`src/rtl/vga_pkg.sv`:
```
// Shared VGA drawing types: screen geometry, pixel field widths and the
// draw arbiter state encoding.
package vga_pkg;

  localparam int unsigned SCREEN_W = 160;
  localparam int unsigned SCREEN_H = 120;
  localparam int unsigned COLOUR_W = 3;
  localparam int unsigned X_W      = 8;
  localparam int unsigned Y_W      = 7;

  typedef enum logic [1:0] {
    S_IDLE = 2'd0,
    S_DRAW = 2'd1,
    S_DONE = 2'd2
  } state_t;

  // Box origin and colour captured at grant time
  typedef struct packed {
    logic [X_W-1:0]      x;
    logic [Y_W-1:0]      y;
    logic [COLOUR_W-1:0] colour;
  } box_t;

endpackage

```
`src/rtl/rr_arb2.sv`:
```
// Two-way round-robin pick: a lone request wins, a tie goes to the index
// that did not win last time.
module rr_arb2 (
  input  logic [1:0] req,
  input  logic       last,
  output logic [1:0] win,
  output logic       win_idx
);

  always_comb begin
    win_idx = 1'b0;
    win     = 2'b00;
    case (req)
      2'b01:   win_idx = 1'b0;
      2'b10:   win_idx = 1'b1;
      2'b11:   win_idx = ~last;
      default: win_idx = 1'b0;
    endcase
    if (|req) win = win_idx ? 2'b10 : 2'b01;
  end

endmodule

```
`src/rtl/draw_arbiter.sv`:
```
// Shares the VGA pixel-write port between two box-drawing requesters,
// sweeping the granted SIZE x SIZE box one pixel per cycle with screen clipping.
module draw_arbiter
  import vga_pkg::*;
#(
  parameter int unsigned SIZE = 4,
  parameter int unsigned XMAX = SCREEN_W - 1,
  parameter int unsigned YMAX = SCREEN_H - 1
) (
  input  logic                clk,
  input  logic                resetn,
  input  logic [1:0]          req,
  input  logic [X_W-1:0]      x0,
  input  logic [X_W-1:0]      x1,
  input  logic [Y_W-1:0]      y0,
  input  logic [Y_W-1:0]      y1,
  input  logic [COLOUR_W-1:0] c0,
  input  logic [COLOUR_W-1:0] c1,
  output logic [1:0]          grant,
  output logic [1:0]          done,
  output logic                busy,
  output logic [X_W-1:0]      x,
  output logic [Y_W-1:0]      y,
  output logic [COLOUR_W-1:0] colour,
  output logic                plot,
  output logic [1:0]          curr
);

  localparam int unsigned CW = (SIZE > 1) ? $clog2(SIZE) : 1;

  state_t        state, state_n;
  logic [1:0]    grant_n, done_n;
  logic          last, last_n;
  box_t          base, base_n;
  logic [CW-1:0] cx, cx_n, cy, cy_n;
  logic [X_W:0]  xs;
  logic [Y_W:0]  ys;
  logic          plot_n;
  logic [1:0]    win;
  logic          win_idx;

  rr_arb2 u_arb (
    .req     (req),
    .last    (last),
    .win     (win),
    .win_idx (win_idx)
  );

  // State register
  always_ff @(posedge clk or negedge resetn) begin
    if (!resetn) state <= S_IDLE;
    else         state <= state_n;
  end

  // Next state, sweep counters and the pixel to present next cycle
  always_comb begin
    state_n = state;
    grant_n = grant;
    last_n  = last;
    base_n  = base;
    cx_n    = cx;
    cy_n    = cy;
    done_n  = 2'b00;
    case (state)
      S_IDLE: begin
        grant_n = 2'b00;
        if (|req) begin
          grant_n = win;
          last_n  = win_idx;
          base_n  = win_idx ? {x1, y1, c1} : {x0, y0, c0};
          cx_n    = '0;
          cy_n    = '0;
          state_n = S_DRAW;
        end
      end
      S_DRAW: begin
        if (cx == CW'(SIZE - 1)) begin
          cx_n = '0;
          if (cy == CW'(SIZE - 1)) begin
            cy_n    = '0;
            done_n  = grant;
            state_n = S_DONE;
          end else begin
            cy_n = cy + 1'b1;
          end
        end else begin
          cx_n = cx + 1'b1;
        end
      end
      S_DONE: begin
        grant_n = 2'b00;
        state_n = S_IDLE;
      end
      default: begin
        grant_n = 2'b00;
        state_n = S_IDLE;
      end
    endcase

    // Sums are one bit wider so off-screen pixels can be detected and clipped
    xs     = (X_W + 1)'(base_n.x) + (X_W + 1)'(cx_n);
    ys     = (Y_W + 1)'(base_n.y) + (Y_W + 1)'(cy_n);
    plot_n = (state_n == S_DRAW) && (xs <= (X_W + 1)'(XMAX)) && (ys <= (Y_W + 1)'(YMAX));
  end

  // Datapath and registered adapter-facing outputs
  always_ff @(posedge clk or negedge resetn) begin
    if (!resetn) begin
      grant  <= 2'b00;
      done   <= 2'b00;
      busy   <= 1'b0;
      last   <= 1'b1;
      base   <= '0;
      cx     <= '0;
      cy     <= '0;
      x      <= '0;
      y      <= '0;
      colour <= '0;
      plot   <= 1'b0;
    end else begin
      grant  <= grant_n;
      done   <= done_n;
      busy   <= (state_n != S_IDLE);
      last   <= last_n;
      base   <= base_n;
      cx     <= cx_n;
      cy     <= cy_n;
      x      <= xs[X_W-1:0];
      y      <= ys[Y_W-1:0];
      colour <= base_n.colour;
      plot   <= plot_n;
    end
  end

  assign curr = state;

endmodule

```
`config.mk`:
```
export PLATFORM = sky130hd
export DESIGN_NAME = draw_arbiter
export DESIGN_NICKNAME = d
export VERILOG_FILES = /design/src/rtl/vga_pkg.sv /design/src/rtl/rr_arb2.sv /design/src/rtl/draw_arbiter.sv
export SDC_FILE = /design/constraint.sdc
export NUM_CORES = 1
export LEC_CHECK = 0
export CAP_MARGIN = 20
export CORE_MARGIN = 5
export CORE_UTILIZATION = 41
export DETAILED_ROUTE_END_ITERATION = 16
export PLACE_DENSITY = 0.79
export SYNTH_ARGS = -nofsm -noshare
export SYNTH_HDL_FRONTEND = slang
export SYNTH_SLANG_ARGS = --single-unit
```
`constraint.sdc`:
```
create_clock -name clk -period 3.9 [get_ports clk]
set_input_delay 0.39 -clock clk [delete_from_list [all_inputs] [get_ports clk]]
set_output_delay 0.39 -clock clk [all_outputs]
set_load 0.01 [all_outputs]
```
==> metrics.txt <==
Pleak=approximately 1.2 nW; startpoint types=primary input; unrepaired setup endpoints after global routing=no; Arr. time, crit path=about 3400 ps; Crit path required time=around 4100 ps; Synth warnings=0; outcome=completed; CTS sink cnt=46; commonest non-fill, non-tap cell in the layout=clkdlybuf4s50_1; Setup WS pre-CTS=372 ps; Netlist cell types=52; design area=between 2000 and 3000 um2; Slew Viols, Final=0; Die X=slightly above 80 um; fin util=0.573; via-per-instance ratio=around 5.2; I/O pin count=66; # port buffers=65; Final Wtd Congestion=between 0.8 and 0.9; via count=approximately 1.7k; register bit count reported by yosys=46; die area=around 6600 um2; WHS=47.7 ps; initial antenna violation count=0; Clock Latency Late Sink=about 290 ps; Cell Area, Synth=2100 um2; fin cells=about 330; skew final=6.50 ps; Post-synth EDFFs=0; post-route clock period utilization=0.835; vias in the first global route=about 1.7k; r2r setup slk=roughly 770 ps; Wirelength per Cell=approximately 16 um; die height=between 80 and 90 um; Layout area overhead=38.0%; Setup Fix Bufs, Post-CTS=0; CTS Root Cell=clkbuf_8; DRC viols=0; total chip power=between 2 and 2.5 mW; sequential area share after synthesis=0.550; final wirelength=around 5100 um; Post-Synthesis Cells=~190; largest net degree at the start of global routing=47; Antenna Cells=0; row count=26; Net Count, Synth=~240; CTS Buf Count=5; Setup-failing EPs final=0; worst-path fanout max=7; Post-DRT Antenna Nets=0; Max Fclk=about 310 MHz; Max rail drop VDD=slightly below 0.3 mV; Main synth FF type=dfrtp_1; share of cells above drive strength 1=0.0698; slew margin rel.=0.434; H-Tree Depth=2; initial core utilization=0.416; Worst-path clk slew=roughly 80 ps; placed insts=319; Power Density=735 nW/um2; grt ovf=0; 1st-iter DRT viols=approximately 140; hold_buf cts=0; worst hold path class=in2async; WS Path Type=in2reg; first-pass GRT wire length=between 8000 and 9000 um; CTS tree=yes; Worst Setup Slack, final=between 600 and 700 ps; Setup TNS Final=0 ps; fin nets=305; Final Hold Fails=0; Post-DP HPWL=about 3900 um; Worst-Margin Slew=840 ps; crit end category=flop; max_cap viols=0; core area=around 5000 um2; Area after DPL=~2800 um2; asr flop ratio synth=1.00; crit path time final=between 3000 and 4000 ps; CTS resizes=0; drt pass-1 iters=4; GRT Util Overall=0.167; syn_area_per_cell=between 10 and 15 um2; most frequent cells in the layout=clkdlybuf4s50_1 (64), dfrtp_1 (45), nor2_1 (22), nand2_1 (19), inv_1 (10); Max Root-Sink Buffers=2
where the power goes:
part	internal (mW)	switching (mW)
combinational	0.534	0.543
clock	0.127	0.145
sequential	0.698	0.0781
sequential cells by signal, indices dropped and copies added (netlist names):
register	count
y	7
plot	1
base	18
busy	1
cx	2
cy	2
grant	2
curr	2
done	2
x	8
last	1
area by class of cell:
type / instances / area, um2
Fill cell: 458 / 2150
Clock buffer: 8 / 80.1
Inverter: 11 / 41.3
Multi-Input combinational cell: 126 / 857
Tap cell: 70 / 87.6
Timing Repair Buffer: 67 / 673
Sequential cell: 46 / 1150
cells by family after synthesis:
family	count (synthesis)	synth area share
simple gates	67	0.157
compound gates	40	0.151
buf+inv	17	0.0412
xor+xnor	11	0.0460
fa+ha+maj	8	0.0549
flops	46	0.550
routing by layer:
layer | up-vias | routed length [um] | share of wire | track usage
li1 | 801 | - | - | -
met2 | 61 | 2340 | 0.46 | 0.274
met1 | 832 | 2260 | 0.44 | 0.213
met5 | - | 0 | 0 | 0
met4 | 0 | 131 | 0.026 | 0.0659
met3 | 15 | 378 | 0.074 | 0.0384
worst paths after layout:
check | startpoint | endpoint | depth (start not counted)
hold / removal | resetn | done[0]$_DFF_PN0_ | 1
setup / recovery | req[1] | plot$_DFF_PN0_ | 10
min in group clk | last$_DFFE_PN1P_ | last$_DFFE_PN1P_ | 2
setup reg to reg | curr[0]$_DFF_PN0_ | plot$_DFF_PN0_ | 9
hold reg to reg | last$_DFFE_PN1P_ | last$_DFFE_PN1P_ | 2
max in group asynchronous | resetn | base[14]$_DFF_PN0_ | 2
worst max-delay path, cell delays in order:
cell and delay (ps):
clkdlybuf4s50_1 550, a21boi_1 450, nand2_1 300, o22ai_1 220, nor2_1 80, ha_1 210
fa_1 460, or4_1 540, a21oi_1 150, a311oi_1 60
cells in the mapped netlist (all sizes together) (3+ instances only):
master,number,area [um2]
o21ai,4,20.0
nor2,23,88.8
and3,3,18.8
xor2,3,26.3
xnor2,8,70.1
a31oi,4,25.0
nand3,3,15.0
dfrtp,45,1130
buf,5,41.3
o221a,3,42.5
o22ai,4,25.0
nor3,4,25.0
or3,5,36.3
ha,6,75.1
nand2,19,71.3
a21oi,4,20.0
inv,11,41.3
Note: power is estimated with default switching activity, not from simulation.
